**config.mk**
```make
export PLATFORM = sky130hd
export DESIGN_NAME = seq_addsub_p_flat
export DESIGN_NICKNAME = d
export VERILOG_FILES = /design/src/rtl/seq_addsub_p_if.sv /design/src/rtl/seq_addsub_p.sv /design/src/flat_wrapper.sv
export SDC_FILE = /design/constraint.sdc
export NUM_CORES = 1
export LEC_CHECK = 0
export BUFFER_PORTS_ARGS = -buffer_cell sky130_fd_sc_hd__buf_2
export CAP_MARGIN = 20
export CORE_ASPECT_RATIO = 0.75
export CORE_MARGIN = 2
export CORE_UTILIZATION = 40
export DETAILED_ROUTE_END_ITERATION = 12
export PLACE_DENSITY = 0.58
export SLEW_MARGIN = 20
export SYNTH_ARGS = -nofsm -noshare
export SYNTH_HDL_FRONTEND = slang
export SYNTH_SLANG_ARGS = --single-unit
```
**constraint.sdc**
```tcl
create_clock -name clk -period 4.5 [get_ports clk]
set_input_delay 0.675 -clock clk [delete_from_list [all_inputs] [get_ports clk]]
set_output_delay 0.675 -clock clk [all_outputs]
set_load 0.01 [all_outputs]
```
**src/rtl/seq_addsub_p_if.sv**
```systemverilog
// Operand/result bundle for the chunked adder/subtractor.
// The master drives the operands and start; the slave returns the status and result.
interface seq_addsub_p_if #(
    parameter int SIZE = 32
);
    logic            start;
    logic            sub;
    logic [SIZE-1:0] A;
    logic [SIZE-1:0] B;
    logic            cin;
    logic            busy;
    logic            done;
    logic [SIZE-1:0] SUM;
    logic            cout;
    logic            ovf;

    modport master (
        output start, sub, A, B, cin,
        input  busy, done, SUM, cout, ovf
    );

    modport slave (
        input  start, sub, A, B, cin,
        output busy, done, SUM, cout, ovf
    );
endinterface

```
**src/rtl/seq_addsub_p.sv**
```systemverilog
// Multi-cycle adder/subtractor: CHUNK bits per clock, LSB chunk first, with a registered carry.
// state | meaning: S_IDLE wait for start; S_RUN add chunk k; S_DONE one-cycle done, may re-accept.
module seq_addsub_p #(
    parameter int SIZE  = 32,
    parameter int CHUNK = 8
) (
    input  logic          clk,
    input  logic          rst,
    seq_addsub_p_if.slave bus
);
    localparam int NCH = SIZE / CHUNK;
    localparam int KW  = (NCH > 1) ? $clog2(NCH) : 1;
    localparam logic [KW-1:0] K_LAST = KW'(NCH - 1);

    typedef enum logic [1:0] {S_IDLE, S_RUN, S_DONE} state_t;

    state_t          state_q;
    logic [SIZE-1:0] a_q;
    logic [SIZE-1:0] b_q;
    logic [SIZE-1:0] sum_q;
    logic [KW-1:0]   k_q;
    logic            carry_q;
    logic            cout_q;
    logic            ovf_q;
    logic            busy_q;
    logic            done_q;

    logic [CHUNK-1:0] a_ch;
    logic [CHUNK-1:0] b_ch;
    logic [CHUNK:0]   ch_sum;
    logic             msb_cin;

    always_comb begin
        a_ch    = a_q[int'(k_q) * CHUNK +: CHUNK];
        b_ch    = b_q[int'(k_q) * CHUNK +: CHUNK];
        ch_sum  = {1'b0, a_ch} + {1'b0, b_ch} + {{CHUNK{1'b0}}, carry_q};
        // Only meaningful on the last chunk: carry entering the result MSB.
        msb_cin = a_ch[CHUNK-1] ^ b_ch[CHUNK-1] ^ ch_sum[CHUNK-1];
    end

    always_ff @(posedge clk or posedge rst) begin
        if (rst) begin
            state_q <= S_IDLE;
            a_q     <= '0;
            b_q     <= '0;
            sum_q   <= '0;
            k_q     <= '0;
            carry_q <= 1'b0;
            cout_q  <= 1'b0;
            ovf_q   <= 1'b0;
            busy_q  <= 1'b0;
            done_q  <= 1'b0;
        end else begin
            done_q <= 1'b0;
            unique case (state_q)
                S_IDLE, S_DONE: begin
                    if (bus.start) begin
                        a_q     <= bus.A;
                        b_q     <= bus.B ^ {SIZE{bus.sub}};
                        carry_q <= bus.sub | bus.cin;
                        k_q     <= '0;
                        busy_q  <= 1'b1;
                        state_q <= S_RUN;
                    end else begin
                        state_q <= S_IDLE;
                    end
                end
                S_RUN: begin
                    sum_q[int'(k_q) * CHUNK +: CHUNK] <= ch_sum[CHUNK-1:0];
                    carry_q <= ch_sum[CHUNK];
                    if (k_q == K_LAST) begin
                        cout_q  <= ch_sum[CHUNK];
                        ovf_q   <= msb_cin ^ ch_sum[CHUNK];
                        busy_q  <= 1'b0;
                        done_q  <= 1'b1;
                        state_q <= S_DONE;
                    end else begin
                        k_q <= k_q + KW'(1);
                    end
                end
                default: state_q <= S_IDLE;
            endcase
        end
    end

    assign bus.busy = busy_q;
    assign bus.done = done_q;
    assign bus.SUM  = sum_q;
    assign bus.cout = cout_q;
    assign bus.ovf  = ovf_q;
endmodule

```
**src/flat_wrapper.sv**
```systemverilog
// flat-port wrapper written by rule: the top's interface ports become plain ports
module seq_addsub_p_flat 
#(
    parameter int SIZE  = 32,
    parameter int CHUNK = 8
)
  (clk, rst, bus_start, bus_sub, bus_A, bus_B, bus_cin, bus_busy, bus_done, bus_SUM, bus_cout, bus_ovf);
  seq_addsub_p_if #(.SIZE(SIZE)) bus_i ();
  input  logic clk;
  input  logic rst;
  input wire logic [$bits(bus_i.start)-1:0] bus_start;
  input wire logic [$bits(bus_i.sub)-1:0] bus_sub;
  input wire logic [$bits(bus_i.A)-1:0] bus_A;
  input wire logic [$bits(bus_i.B)-1:0] bus_B;
  input wire logic [$bits(bus_i.cin)-1:0] bus_cin;
  output wire logic [$bits(bus_i.busy)-1:0] bus_busy;
  output wire logic [$bits(bus_i.done)-1:0] bus_done;
  output wire logic [$bits(bus_i.SUM)-1:0] bus_SUM;
  output wire logic [$bits(bus_i.cout)-1:0] bus_cout;
  output wire logic [$bits(bus_i.ovf)-1:0] bus_ovf;
  assign bus_i.start = bus_start;
  assign bus_i.sub = bus_sub;
  assign bus_i.A = bus_A;
  assign bus_i.B = bus_B;
  assign bus_i.cin = bus_cin;
  assign bus_busy = bus_i.busy;
  assign bus_done = bus_i.done;
  assign bus_SUM = bus_i.SUM;
  assign bus_cout = bus_i.cout;
  assign bus_ovf = bus_i.ovf;
  seq_addsub_p #(.SIZE(SIZE), .CHUNK(CHUNK)) u_core (.clk(clk), .rst(rst), .bus(bus_i));
endmodule
```
==> flow_summary.toml <==
[grt]
grt_max_degree = 101
antenna_found_initial = 0
grt_usage = 0.177
grt_pass1_vias = 3417
grt_first_pass_wirelength_um = 18200
gr-total-overflow = 0

[power]
leakagePower_nw = 2.80
seq_power_share = 0.337
clkPwrFrac = 0.171
cellPowerDensity_nw_per_um2 = 829
intPower_w = 0.00289
p_comb_frac = 0.492
p_sw_frac = 0.409
switchingPower_w = 0.00200
ir_worst_vdd_uv = 363

[timing]
hold_violations = 0
finClkSkew_ps = 9.71
relSlewSlack = 0.330
maxSlewViolCount = 0
max_freq_mhz = 295
setup_slack_ps = 1110
rsz0062_at_grt = "false"
worst_pin_slew_ps = 1000
setup_tns_ps = 0
finalSetupViolations = 0
period_share = 0.753
min_period_ps = 3390
holdWs_ps = 474

[floorplanning]
initial_core_util = 0.405
num_io_pins = 105
rows = 35
die_w_um = 132
fp.dieH_um = 100
fp.dieArea_sq_um = 13200
core_region_area_sq_um = 12100

[worst_setup_path]
path_class = "reg2reg"
path_delay_family = "flip-flops"
r2r-end = "u_core.bus.SUM[30]"
cpPeakStageDelay_ps = 860
crit_chain = "mux4_2, fa_1, inv_1, fa_1, nor2b_1, o31a_1, or4b_1, nand3_2, a22o_1"
cp.required_ps = 4780
critPathSlowestCell = "dfrtp_1"
endpoint = "u_core.bus.SUM[30]"
rrSetupSlack_ps = 1110
startpoint = "u_core.k_q[0]"
path_depth = 9
rr_startpoint = "u_core.k_q[0]"
cp.arrival_ps = 3670
cp-start-kind = "flop"
crit_buf_inv = 1
end_kind = "flop"
cp_common_cell = "fa_1"
path_max_fanout = 16
reg2regPathDepth = 9

[finish]
drive_above_1_share = 0.347
final_nets = 581
area_growth_pct = 19.8
n_antenna_cell = 0
num-fill-cells = 1140
stdcell_count = 668
final_cell_area_sq_um = 5890

[synthesis]
synth_seq_cells = 105
yosys_warnings = 0
synth_cells = 402
yosysSeqAreaShare = 0.534
syn_nets = 486
yosys.cell_types.count = 33
synth.avg_cell_area_sq_um = 12.2
syn_area_sq_um = 4920

[clock_tree]
ctsRootBufferMaster = "clkbuf_16"
insertion_delay_ps = 350
cts_resized = 0
clock-sinks = 105
cts_tree = "built"
clkSlewWorstSetupHoldPaths_ps = 70
post-cts-setup-buffers = 0
h-tree-depth = 3
cts_buffer_depth = 2
cts_buffers = 9
cts_hold_buf = 0

[route]
drt-wirelength-per-cell_um = 16.6
drc = 0
post_drt_via_cell_ratio = 5.14
drt_wl_total_um = 11100
dr_total_vias = 3435
ant_nets = 0
drt-initial-drc-count = 136
first_pass_iters = 4

[worst_hold_path]
hold_path.class = "reg2reg"
worstHoldPathCells = 2

[job]
drv_cap = 0

[placement]
gp_congestion = 0.773
place_area_sq_um = 5570
port-buffer-count = 104
dp.cells = 652
pre_cts_ws_ps = 1080
dp_hpwl_um = 8090

[status]
status = "complete, no violations"
[area by class of cell]
cell class | count | area (sq um) | share of cell area
multi-input combinational | 267 | 2170 | 0.368
clock buffer | 10 | 229 | 0.0389
inverter | 8 | 32.5 | 0.00552
timing repair buffer | 106 | 536 | 0.0909
tap | 166 | 208 | 0.0352
sequential | 105 | 2630 | 0.446
clock inverter | 6 | 90.1 | 0.0153
[logic make-up (layout without fill, tap and decap cells)]
| group | Yosys count | count (layout) | synth area share |
|---|---|---|---|
| XOR/XNOR | 37 | 37 | 0.0659 |
| buffers and inverters | 30 | 130 | 0.0257 |
| AO/OA/AOI/OAI | 84 | 84 | 0.110 |
| flip-flops | 105 | 105 | 0.534 |
| multiplexers | 49 | 49 | 0.149 |
| adder cells (fa/ha/maj) | 15 | 15 | 0.0412 |
| AND/OR/NAND/NOR | 82 | 82 | 0.0746 |
[cells in the mapped netlist]
master / n / share of area
or4b_1: 1 / 0.0020
a22o_1: 24 / 0.043
o21a_1: 1 / 0.0015
or3_1: 1 / 0.0013
xnor2_1: 35 / 0.062
buf_2: 11 / 0.011
mux2i_1: 1 / 0.0020
and3_1: 1 / 0.0013
a31oi_1: 1 / 0.0013
nand3_1: 4 / 0.0041
o311ai_0: 1 / 0.0018
a21o_1: 3 / 0.0046
nand2b_1: 4 / 0.0051
o21ai_0: 48 / 0.049
mux2_2: 32 / 0.073
nor3_1: 1 / 0.0010
fa_1: 2 / 0.0081
o31a_1: 1 / 0.0018
a221oi_2: 1 / 0.0031
dfrtp_1: 105 / 0.53
nand3_2: 1 / 0.0020
a21oi_1: 4 / 0.0041
xor2_1: 2 / 0.0036
nor2b_1: 3 / 0.0038
nand2_2: 1 / 0.0013
inv_1: 8 / 0.0061
ha_1: 13 / 0.033
mux4_2: 16 / 0.073
clkbuf_1: 11 / 0.0084
and3b_1: 1 / 0.0018
nor2_1: 8 / 0.0061
nand2_1: 52 / 0.040
nand4_1: 4 / 0.0051
[through the flow]
step	total power, W	utilization
final	0.00488	0.486
after global routing	0.00525	0.486
after CTS	0.00492	0.486
after detailed placement	0.00407	0.460
after global placement	0.00401	0.460
after floorplan	0.00330	-
[worst min-delay path, stage by stage (launching register included)]
cell and delay [ps]:
dfrtp_1 340, nand2_1 40, o21ai_0 60
[cell usage in the layout (no fill, tap or decap), drive strengths merged, types with 2 or more instances in the layout]
cell type  synthesis  final
nand3              5      5
a22o              24     24
mux2              32     32
nor2               8      8
clkbuf            11     10
dfrtp            105    105
nand2             53     53
xnor2             35     35
ha                13     13
a21o               3      3
clkinv             0      2
o21ai             48     48
mux4              16     16
buf               11    106
a21oi              4      4
fa                 2      2
inv                8      9
xor2               2      2
bufinv             0      2
nand4              4      4
nand2b             4      4
nor2b              3      3
[state kept, by name, indices dropped and copies added, names as in the netlist]
signal / cells
u_core.bus.done: 1
u_core.a_q: 32
u_core.state_q: 2
u_core.bus.cout: 1
u_core.k_q: 2
u_core.b_q: 32
u_core.bus.SUM: 32
u_core.carry_q: 1
u_core.bus.ovf: 1
u_core.bus.busy: 1
[power by group through the flow]
stage | logic, W | registers (W) | clock network [W]
2_1_floorplan | 0.00172 | 0.00158 | 0
3_3_place_gp | 0.00234 | 0.00166 | 0
3_5_place_dp | 0.00241 | 0.00166 | 0
4_1_cts | 0.00241 | 0.00165 | 0.000852
5_1_grt | 0.00266 | 0.00171 | 0.000888
6_report | 0.00240 | 0.00165 | 0.000835
[routing by layer]
layer	global-route usage	vias up	share of wire
met5	0	-	0
met4	0.0401	0	0.011
met3	0.0429	11	0.056
met2	0.264	91	0.44
met1	0.263	1710	0.50
li1	-	1623	-
[how the worst min path moves through the flow]
| stage | startpoint | endpoint | slack, ps |
|---|---|---|---|
| after floorplan | u_core.b_q[16] | u_core.b_q[16] | 440 |
| after global placement | u_core.b_q[25] | u_core.b_q[25] | 460 |
| after detailed placement | u_core.b_q[17] | u_core.b_q[17] | 470 |
| after CTS | u_core.bus.SUM[2] | u_core.bus.SUM[2] | 480 |
| after global routing | u_core.b_q[21] | u_core.b_q[21] | 500 |
| final | u_core.bus.SUM[2] | u_core.bus.SUM[2] | 470 |
No activity file was read; power rests on OpenSTA's default activity.
